[src/rtl/tick_sched_pkg.sv]
// tick_sched_pkg -- shared definitions for the tick scheduler.
//   state_t    : scheduler FSM states (IDLE, RUN, HALT)
//   DIV_MIN    : smallest divide ratio accepted; smaller requests are raised to it
//   DIV_RESET  : divide ratio held after reset
//   clamp_div  : applies the DIV_MIN floor to a requested ratio
package tick_sched_pkg;

  typedef enum logic [1:0] {
    IDLE = 2'd0,
    RUN  = 2'd1,
    HALT = 2'd2
  } state_t;

  localparam int unsigned DIV_MIN   = 2;
  localparam int unsigned DIV_RESET = 3;

  function automatic int unsigned clamp_div(input int unsigned d);
    return (d < DIV_MIN) ? DIV_MIN : d;
  endfunction

endpackage

[src/rtl/tick_rr_arbiter.sv]
// tick_rr_arbiter -- picks one requester per tick.
// Build option TICK_SCHED_RR_EN:
//   defined   : round-robin; the search starts just after the last granted
//               index, and the pointer moves only when a grant is issued.
//   undefined : fixed priority, lowest index wins, no state.
// Ports:
//   clk, reset : clock / async active-high reset (round-robin build only)
//   req        : per-requester request levels
//   advance    : high in a tick cycle; grant is zero otherwise
//   grant      : one-hot-or-zero grant
module tick_rr_arbiter #(
  parameter int unsigned NREQ = 3
) (
`ifdef TICK_SCHED_RR_EN
  input  logic            clk,
  input  logic            reset,
`endif
  input  logic [NREQ-1:0] req,
  input  logic            advance,
  output logic [NREQ-1:0] grant
);

`ifdef TICK_SCHED_RR_EN
  localparam int unsigned PW = (NREQ > 1) ? $clog2(NREQ) : 1;

  logic [PW-1:0] last;
  logic [PW-1:0] gidx;
  logic          found;
  int unsigned   idx;

  // Walk offsets 1..NREQ from the last grant; the inner constant-index loop
  // keeps every req/grant select at a fixed bit position.
  always_comb begin
    grant = '0;
    gidx  = last;
    found = 1'b0;
    idx   = 0;
    if (advance) begin
      for (int unsigned i = 0; i < NREQ; i++) begin
        idx = (32'(last) + 32'd1 + i) % NREQ;
        for (int unsigned j = 0; j < NREQ; j++) begin
          if (!found && (j == idx) && req[j]) begin
            found    = 1'b1;
            grant[j] = 1'b1;
            gidx     = PW'(j);
          end
        end
      end
    end
  end

  // Reset value makes req[0] the first index searched.
  always_ff @(posedge clk or posedge reset) begin
    if (reset) begin
      last <= PW'(NREQ - 1);
    end else if (found) begin
      last <= gidx;
    end
  end
`else
  logic found;

  always_comb begin
    grant = '0;
    found = 1'b0;
    if (advance) begin
      for (int unsigned i = 0; i < NREQ; i++) begin
        if (!found && req[i]) begin
          found    = 1'b1;
          grant[i] = 1'b1;
        end
      end
    end
  end
`endif

endmodule

[src/rtl/tick_scheduler.sv]
// tick_scheduler -- divides clk by a programmable ratio N and hands each
// resulting tick to one of NREQ requesters.
// Build option TICK_SCHED_RR_EN selects round-robin arbitration; otherwise
// fixed priority (lowest index) is used.
// Ports:
//   clk, reset : clock / async active-high reset
//   cfg_valid  : load request for the divide ratio (honoured only in IDLE)
//   cfg_div    : requested ratio N (values below 2 run with period 2)
//   cfg_ready  : high in IDLE, when a load is accepted
//   start      : begin ticking (IDLE only, ignored if stop is also high)
//   stop       : finish the current period, then return to IDLE
//   req        : per-requester request levels
//   grant      : one-hot-or-zero grant, non-zero only in tick cycles
//   tick       : one-cycle pulse every N cycles while running
//   busy       : high whenever not IDLE
module tick_scheduler
  import tick_sched_pkg::*;
#(
  parameter int unsigned NREQ = 3,
  parameter int unsigned DIVW = 4
) (
  input  logic            clk,
  input  logic            reset,
  input  logic            cfg_valid,
  input  logic [DIVW-1:0] cfg_div,
  output logic            cfg_ready,
  input  logic            start,
  input  logic            stop,
  input  logic [NREQ-1:0] req,
  output logic [NREQ-1:0] grant,
  output logic            tick,
  output logic            busy
);

  state_t          state;
  logic [DIVW-1:0] count;
  logic [DIVW-1:0] div_reg;

  // Outputs decode registered state only; req reaches grant through the
  // arbiter, gated by tick.
  assign busy      = (state != IDLE);
  assign cfg_ready = (state == IDLE);
  assign tick      = busy && (count == (div_reg - DIVW'(1)));

  always_ff @(posedge clk or posedge reset) begin
    if (reset) begin
      state   <= IDLE;
      count   <= '0;
      div_reg <= DIVW'(DIV_RESET);
    end else begin
      case (state)
        IDLE: begin
          if (cfg_valid) begin
            div_reg <= DIVW'(clamp_div(32'(cfg_div)));
          end
          if (start && !stop) begin
            state <= RUN;
            count <= '0;
          end
        end
        RUN: begin
          count <= tick ? '0 : count + DIVW'(1);
          if (stop) begin
            state <= tick ? IDLE : HALT;
          end
        end
        HALT: begin
          count <= tick ? '0 : count + DIVW'(1);
          if (tick) begin
            state <= IDLE;
          end
        end
        default: begin
          state <= IDLE;
          count <= '0;
        end
      endcase
    end
  end

  tick_rr_arbiter #(
    .NREQ (NREQ)
  ) u_arb (
`ifdef TICK_SCHED_RR_EN
    .clk     (clk),
    .reset   (reset),
`endif
    .req     (req),
    .advance (tick),
    .grant   (grant)
  );

endmodule

[config.mk]
export PLATFORM = sky130hd
export DESIGN_NAME = tick_scheduler
export DESIGN_NICKNAME = d
export VERILOG_FILES = /design/src/rtl/tick_sched_pkg.sv /design/src/rtl/tick_rr_arbiter.sv /design/src/rtl/tick_scheduler.sv
export SDC_FILE = /design/constraint.sdc
export NUM_CORES = 1
export LEC_CHECK = 0
export CAP_MARGIN = 10
export CORE_ASPECT_RATIO = 1.1
export CORE_UTILIZATION = 44
export CTS_BUF_LIST = sky130_fd_sc_hd__clkbuf_4
export DETAILED_ROUTE_END_ITERATION = 8
export GPL_TIMING_DRIVEN = 0
export PLACE_DENSITY = 0.82
export SYNTH_ARGS = -nofsm -noshare
export SYNTH_HDL_FRONTEND = slang
export SYNTH_SLANG_ARGS = --single-unit
[constraint.sdc]
create_clock -name clk -period 1.86 [get_ports clk]
set_input_delay 0.372 -clock clk [delete_from_list [all_inputs] [get_ports clk]]
set_output_delay 0.372 -clock clk [all_outputs]
set_load 0.01 [all_outputs]
; Word level (Yosys, flattened, before mapping)
; Index checks and enable logic that the tools add are counted.
[totals]
ram_bits = 0
output_inout_bits = 6
latch_bits = 0
ff_bits = 10
romBits = 0
n_memories = 0
elab_cells = 40
[op_classes]
shifts = 0
addsub = 2
mux = 16
mul = 0
bitwise = 0
div_mod_pow = 0
order_cmp = 1
n_reduce_logical = 12
n_eq_ne = 6
[ops]
columns = operator, count
row1 = 4-bit two-way mux, 3
row2 = 2-bit two-way mux, 4
row3 = 4-bit case mux with 2 select lines, 1
row4 = 1-bit two-way mux, 6
row5 = 2-bit case mux with 3 select lines, 1
row6 = 4-bit by 1-bit adder with 4-bit output (second input constant), 1
row7 = 4-bit equality test, 1
row8 = 1-bit logical AND, 4
row9 = 4-bit by 2-bit less-than comparator with 1-bit output (second input constant), 1
row10 = 2-bit inequality test (second input constant), 2
row11 = 4-bit by 1-bit subtractor with 4-bit output (second input constant), 1
row12 = 1-bit zero test, 3
row13 = 3-bit two-way mux, 1
row14 = 3-bit AND reduction, 1
row15 = 2-bit by 1-bit equality test with 1-bit output (second input constant), 1
row16 = 2-bit equality test (second input constant), 1
row17 = 2-bit zero test, 1
row18 = 2-bit by 1-bit inequality test with 1-bit output (second input constant), 1
row19 = 2-bit AND reduction, 1
row20 = 2-bit nonzero test, 1
row21 = 2-bit OR reduction, 1

; Logic depth before layout (Yosys ltp)
; Gate-level depths: netlist of run 1.
[logic_depth]
word_depth = 12
mapped_depth = 6

; By module
; From an unflattened synthesis of run 1, not the netlist that was laid out.
[hier_totals]
hier_cells = 74
area_unflattened_um2 = 700.7
[modules_own_cells]
columns = mod, cells_per_inst, instances, area_per_inst_um2
row1 = tick_scheduler, 71, 1, 671.9
row2 = tick_rr_arbiter, 3, 1, 28.8

; Least setup slack after synthesis of run 1
; Ideal clock, no wire load.
[synth_path]
path_kind = reg-to-output
from = register div_reg[0]
to = output port grant[2]
n_path_buf = 0
t_required_ns = 1.488
setup_slack_ns = -0.253
arrival_time_ns = 1.741
stages_incl_launch_ff = 7
path_cell_list = dfstp_2 inv_1 ha_1 xnor3_1 nand4_2 nor2_4 nor4bb_4
[synth_via]
elab_chain_len = 4
[synth_lines]
columns = item, line
row1 = start: declaration, tick_scheduler.sv:37  ; logic [DIVW-1:0] div_reg;
row2 = start signal: assignment, tick_scheduler.sv:49  ; div_reg <= DIVW'(DIV_RESET);
row3 = start signal: assignment, tick_scheduler.sv:54  ; div_reg <= DIVW'(clamp_div(32'(cfg_div)));
row4 = 4-bit by 1-bit subtractor with 4-bit output, tick_scheduler.sv:43  ; assign tick = busy && (count == (div_reg - DIVW'(1)));
row5 = 4-bit equality test, tick_scheduler.sv:43
row6 = 1-bit logical AND, tick_scheduler.sv:43
row7 = via tick, tick_scheduler.sv:31  ; output logic tick,
row8 = 3-bit two-way mux, tick_rr_arbiter.sv:66  ; if (advance) begin
row9 = end: declaration, tick_scheduler.sv:30  ; output logic [NREQ-1:0] grant,
; The timed path passes the listed nets, and every way through them passes these cells.

; Final worst setup path of run 1
[layout_path]
from = register div_reg[1]
to = output port grant[2]
[layout_via]
elab_chain_len = 4
[layout_lines]
columns = item, line
row1 = 4-bit by 1-bit subtractor with 4-bit output, tick_scheduler.sv:43
row2 = 4-bit equality test, tick_scheduler.sv:43
row3 = 1-bit logical AND, tick_scheduler.sv:43
row4 = 3-bit two-way mux, tick_rr_arbiter.sv:66
; No other way between the ends.

==> metrics.md, run 1 <==
| Metric | Value |
|---|---|
| Logic pwr share | 63.7% |
| Hold Violations, Final | 0 |
| Detail Route met2 WL | just over 800 um |
| CTS buffer count | 3 |
| FP Rows | 14 |
| Cells after DPL | 102 |
| Fmax achieved | 410 MHz |
| Minimum clock period | 2.44 ns |
| Sequential fraction of the synthesis area | a little over a third |
| Hold buffer count at CTS | 0 |
| Share of layout cells above drive strength 1 | approximately 36% |
| Failing checks | setup timing |
| Overall routed net length | 1.68 mm |
| Cells after Synth | 69 |
| CTS Buffer Depth | 2 |
| Mean area per synthesized cell | 10.1 um^2 |
| Wire per inst | about 14 um |
| Startpoint Class | register |
| Pwr per Cell Area | 1500 nW/um^2 |
| Post-synthesis register bit count | 10 |
| Clk Latency, worst-skew pair | approximately 0.28 ns |
| WP buf/inv | 3 |
| CTS tree | built |
| Core ar. | approximately 1400 um^2 |
| Drt drc | 0 |
| CTS root buffer | clkbuf_4 |
| Power share of the clock group | 11.4% |
| Vias in the first global route | 597 |
| DRT iter0 DRCs | 21 |
| Placed wire-length estimate | 1.09 mm |
| Delay-heaviest family, CP | flip-flops |
| Starting Density | about half |
| Met3 wire len | 64 um |
| Final Cycle Share | 131% |
| Filler Cell Count | 102 |
| H-Tree Depth | 1 |
| Crit-path slowest cell | dfstp_2 |
| Crit Path Max Fanout | 3 |
| Distinct cells, synth | 32 |
| Psw | ~630 uW |
| Crit Path Class | reg2out |
| Hold WS | ~0.36 ns |
| Mapped Area | between 600 and 700 um^2 |
| Slew HR | 74.3% |
| Largest area contributor in the netlist | dfrtp_1 |
| WP data required | about 1.5 ns |
| Top sig layer | met4 |
| Synthesized Nets | 86 |
| Congestion Overflow GR | 0 |
| Crit path cell chain | inv_2 > ha_4 > xor2_2 > nand4_2 > nor2_4 > buf_6 > nor4bb_4 > buf_2 |
| Leakage | just under 0.0005 uW |
| Final cell count without fillers | 118 |
| Net count, final | 120 |
| P_int | 951 uW |
| Reg power frac | 25.0% |
| Die ar. | 1740 um^2 |
| Max incr delay on CP | about 0.55 ns |
| Flop-to-flop setup slack | -0.05 ns |
| RSZ-0062 raised after global routing | yes |
| Vias | 612 |
| Max VDD drop | 0.959 mV |
| Switching part of the total | 39.9% |
| Sink Count | 10 |
| Share of the synthesized area in the top cell type | 28.8% |
| IO buf count | 17 |
| Ports | 18 |
| Pin count of the biggest net entering global routing | 11 |
| Final Setup Violations | 5 |
| Initial antenna violation count | 0 |
| Global Route Usage Sum | 23.7% |
| Worst Hold Class | in2async |
| DR vias/cell | roughly 5.2 |
| MaxCap Viol Count | 0 |
| Layout Area Growth over Synthesis | 51.7% |
| Die H | 43.7 um |
| Outcome | complete, but fails checks |
| Worst-path clk slew | 0.06 ns |
| Yosys warnings | 0 |
| CP Capture Type | output port |
| Routability cong. | 0.710 |
| Post-route setup TNS | -2.13 ns |
| Worst Tran Pin Value | 0.386 ns |
| Worst EP arrival | just over 2 ns |
| Synth area leaders | dfrtp_1, ha_1, dfstp_2 |
| # diodes | 0 |
| Final Skew | about 0.00055 ns |
| Final Slew Violations | 0 |
| Pre-antenna DRT Iters | 4 |
| First-pass GRT wire length | 2.76 mm |
| Count of antenna-violating nets left after detailed routing | 0 |
| Final setup margin | -0.578 ns |
| M1 WL | 779 um |
| Die W | 39.9 um |
worst paths after layout:
path | startpoint | to | cells after the start
max | div_reg[1]$_DFFE_PP1P_ | grant[2] | 8
min | reset | state[0]$_DFFE_PP0P_ | 2
max reg2reg | div_reg[1]$_DFFE_PP1P_ | state[0]$_DFFE_PP0P_ | 10
min reg2reg | div_reg[3]$_DFFE_PP0P_ | div_reg[3]$_DFFE_PP0P_ | 1
max in group asynchronous | reset | div_reg[0]$_DFFE_PP1P_ | 2
min in group clk | div_reg[3]$_DFFE_PP0P_ | div_reg[3]$_DFFE_PP0P_ | 1
synthesized netlist by cell type:
library cell and instances:
o31ai_1 1, ha_1 5, nand2b_4 1, nor3b_1 1, nor2_4 1, nand4_2 1
and2_2 1, nor3_1 3, nor3_2 1, dfstp_2 2, and3b_2 1, or3b_1 1
nor2_1 2, a21oi_1 3, a211o_1 1, xor2_1 2, a211oi_1 1, o22ai_1 1
or3_1 1, nand2_1 5, xnor3_1 1, o211ai_1 1, inv_1 9, nand3_1 3
xnor2_1 2, a22o_1 1, mux2_2 2, dfrtp_1 8, o2111ai_1 1, o21ai_0 4
a31oi_1 1, nor4bb_4 1
power by group through the flow:
stage | clock [uW] | combinational (uW) | sequential (uW)
2_1_floorplan | 0 | 525 | 383
3_3_place_gp | 0 | 690 | 402
3_5_place_dp | 0 | 716 | 410
4_1_cts | 181 | 965 | 394
5_1_grt | 190 | 1090 | 405
6_report | 180 | 1010 | 395
cell usage in the layout, fill, tap and decap left out, drive strengths merged, types with 2 or more instances in the layout:
cell type and instances:
o21ai 4, mux2 2, xnor2 2, dlygate4sd2 2, nand2 5, dfstp 2
clkdlybuf4s50 11, clkbuf 4, nor2 3, a21oi 3, ha 5, buf 16
nand3 3, xor2 2, dfrtp 8, inv 9, nor3 4
stage by stage:
stage | total power [uW] | area (um^2) | setup WS, ns | utilization [%]
final | 1580 | 1050 | -0.578 | 74.3
after global routing | 1690 | 1050 | -0.641 | 74.3
after CTS | 1540 | 1060 | -0.500 | 74.4
after detailed placement | 1130 | 885 | -0.848 | 62.3
after global placement | 1090 | 885 | -0.759 | 62.3
after floorplan | 909 | 694 | -0.194 | -
logic make-up (layout without fill, tap and decap cells):
family | count (synthesis) | count (layout) | synth area share, %
simple gates | 23 | 23 | 24.3
compound gates | 15 | 15 | 13.9
flops | 10 | 10 | 36.4
buf+inv | 9 | 42 | 4.86
fa+ha+maj | 5 | 5 | 9.01
xor+xnor | 5 | 5 | 8.29
mux | 2 | 2 | 3.24
layout make-up:
cell class / instances / area, um^2 / area share (%)
well taps: 16 / 20.0 / 1.90
flip-flops and latches: 10 / 253 / 24.0
multi-input cells: 50 / 449 / 42.6
clock buffers: 4 / 30.0 / 2.85
repair buffers: 29 / 268 / 25.4
inverters: 9 / 33.8 / 3.21
layer usage:
layer / vias to the layer above / global-route usage (%)
met2: 12 / 37.4
li1: 314 / -
met3: 3 / 9.23
met5: - / 0
met1: 283 / 29.5
met4: 0 / 6.21
timing repair:
action,4_1_cts,5_1_grt
buffers inserted,13,3
gates cloned,0,0
hold endpoints to repair,0,0
setup endpoints to repair,6,5
pin swaps,4,1
resized for setup,28,5
(Power assumes the default switching activity.)
==> inputs of run 2 (changes only) <==
--- a/config.mk
+++ b/config.mk
@@ -6,7 +6,6 @@
 export NUM_CORES = 1
 export LEC_CHECK = 0
 export CAP_MARGIN = 10
-export CORE_ASPECT_RATIO = 1.1
 export CORE_UTILIZATION = 44
 export CTS_BUF_LIST = sky130_fd_sc_hd__clkbuf_4
 export DETAILED_ROUTE_END_ITERATION = 8
==> metrics.md, run 2 (synthesized netlist as in run 1, its figures left out) <==
| Metric | Value |
|---|---|
| RR Startpoint | div_reg[0]$_DFFE_PP1P_ |
| Congestion Overflow GR | 0 |
| Crit Path Class | reg2out |
| Failing checks | setup timing |
| Die W | 41.7 um |
| DRT iter0 DRCs | 11 |
| Hold WS | 0.386 ns |
| Final setup margin | -0.482 ns |
| Vias | 613 |
| Crit Path Max Fanout | 3 |
| CP Capture Type | output port |
| IO buf count | 17 |
| Minimum clock period | 2.34 ns |
| Fmax achieved | 427 MHz |
| CTS tree | built |
| Storage element area | 253 um^2 |
| Starting Density | 50.2% |
| CTS root buffer | clkbuf_4 |
| Crit path cell chain | inv_2 > ha_4 > xor2_2 > nand4_2 > nor2_4 > buf_6 > nor4bb_4 > buf_2 |
| Initial antenna violation count | 0 |
| Worst EP arrival | ~2.0 ns |
| Commonest non-fill, non-tap cell in the layout | clkdlybuf4s50_1 |
| Pwr per Cell Area | 1470 nW/um^2 |
| Final Slew Violations | 0 |
| Die ar. | between 1500 and 2000 um^2 |
| # diodes | 0 |
| Ports | 18 |
| FP Rows | 13 |
| Slew HR | roughly 72% |
| RSZ-0062 raised after global routing | yes |
| Worst Tran Pin Value | approximately 0.41 ns |
| Global Route Usage Sum | 20.0% |
| Die H | 41.7 um |
| Max incr delay on CP | 0.54 ns |
| Pin count of the biggest net entering global routing | 11 |
| Sink Count | 10 |
| Final Cycle Share | 126% |
| Final Setup Violations | 4 |
| Worst-case reg-to-reg path depth | 8 |
| Final Skew | approximately 0.00042 ns |
| Crit-path slowest cell | dfstp_2 |
| Core ar. | 1380 um^2 |
| First-pass GRT wire length | 2.65 mm |
| Filler Cell Count | 96 |
| Worst-path clk slew | 0.07 ns |
| Leakage | 0.000465 uW |
| Wire per inst | 13.7 um |
| FF-to-FF End | count[3]$_DFFE_PP0P_ |
| CTS buffer count | 3 |
| Routability cong. | slightly above 0.8 |
| Share of layout cells above drive strength 1 | between 30% and 40% |
| Placed wire-length estimate | approximately 1.1 mm |
| Pre-antenna DRT Iters | 4 |
| Clk Latency, worst-skew pair | 0.26 ns |
| Overall routed net length | 1.58 mm |
| Post-route setup TNS | -1.68 ns |
| Layout Area Growth over Synthesis | 47.0% |
| Outcome | complete, but fails checks |
| Drt drc | 0 |
| H-Tree Depth | 1 |
| Max VDD drop | 0.863 mV |
| Count of antenna-violating nets left after detailed routing | 0 |
| Startpoint Class | register |
| Area of the multi-input gates | 440 um^2 |
| Vias in the first global route | around 600 |
| DR vias/cell | 5.33 |
| Hold Violations, Final | 0 |
| Most frequent cells in the layout | clkdlybuf4s50_1, buf_4, dfrtp_1 |
| Flop-to-flop setup slack | ~0.14 ns |
| Worst Hold Class | in2async |
| CTS Buffer Depth | 2 |
| MaxCap Viol Count | 0 |
| WP data required | about 1.5 ns |
| Net count, final | 118 |
[run 2: final cells by class]
cell class | count | share of cell area (%)
repair buffers | 27 | 24.0
well taps | 15 | 1.84
inverters | 9 | 3.31
clock buffers | 4 | 2.94
flip-flops and latches | 10 | 24.8
multi-input cells | 50 | 43.1
[run 2: worst max-delay path by stage]
stage                                      start        to  slack [ns]  depth (start not counted)
after floorplan           div_reg[0]$_DFFE_PP1P_  grant[2]       -0.19                          6
after global placement    div_reg[0]$_DFFE_PP1P_  grant[2]       -0.76                          7
after detailed placement  div_reg[1]$_DFFE_PP1P_  grant[2]       -0.80                          7
after CTS                 div_reg[1]$_DFFE_PP1P_  grant[2]       -0.46                          8
after global routing      div_reg[1]$_DFFE_PP1P_  grant[2]       -0.62                          8
final                     div_reg[1]$_DFFE_PP1P_  grant[2]       -0.48                          8
[run 2: stage by stage]
stage	instance area, um^2	util [%]	setup slack (ns)	total power [uW]	instances
final	1020	73.8	-0.482	1510	115
after global placement	883	63.9	-0.758	1090	101
after global routing	1020	73.8	-0.621	1620	115
after detailed placement	883	63.9	-0.805	1120	101
after CTS	1020	73.8	-0.462	1490	115
after floorplan	694	-	-0.194	909	69
[run 2: worst max-delay path: cells and delay by family, from the launching register on]
| kind | cells | cell delay [ns] |
|---|---|---|
| AND/OR/NAND/NOR | 3 | 0.43 |
| buffers and inverters | 3 | 0.33 |
| flip-flops | 1 | 0.54 |
| adder cells (fa/ha/maj) | 1 | 0.27 |
| XOR/XNOR | 1 | 0.14 |
[run 2: routing by layer]
layer / share of wire, % / vias up / track usage, %
met5: 0 / - / 0
met4: 0.32 / 0 / 4.52
met3: 4.4 / 2 / 5.22
met2: 49 / 15 / 33.8
met1: 46 / 286 / 25.5
li1: - / 310 / -
[run 2: timing repair]
item,in CTS,in global routing
endpoints found under the setup margin,6,4
hold buffers,0,0
resized for setup,28,0
cloned,0,0
pin swaps,4,0
buffers inserted,10,0
[run 2: report_power, final]
group	switching (uW)	internal, uW	leakage (uW)
Sequential	78.8	317	0.000124
Combinational	436	502	0.000323
Clock	75.2	97.5	0.0000184
Total	590	916	0.000465
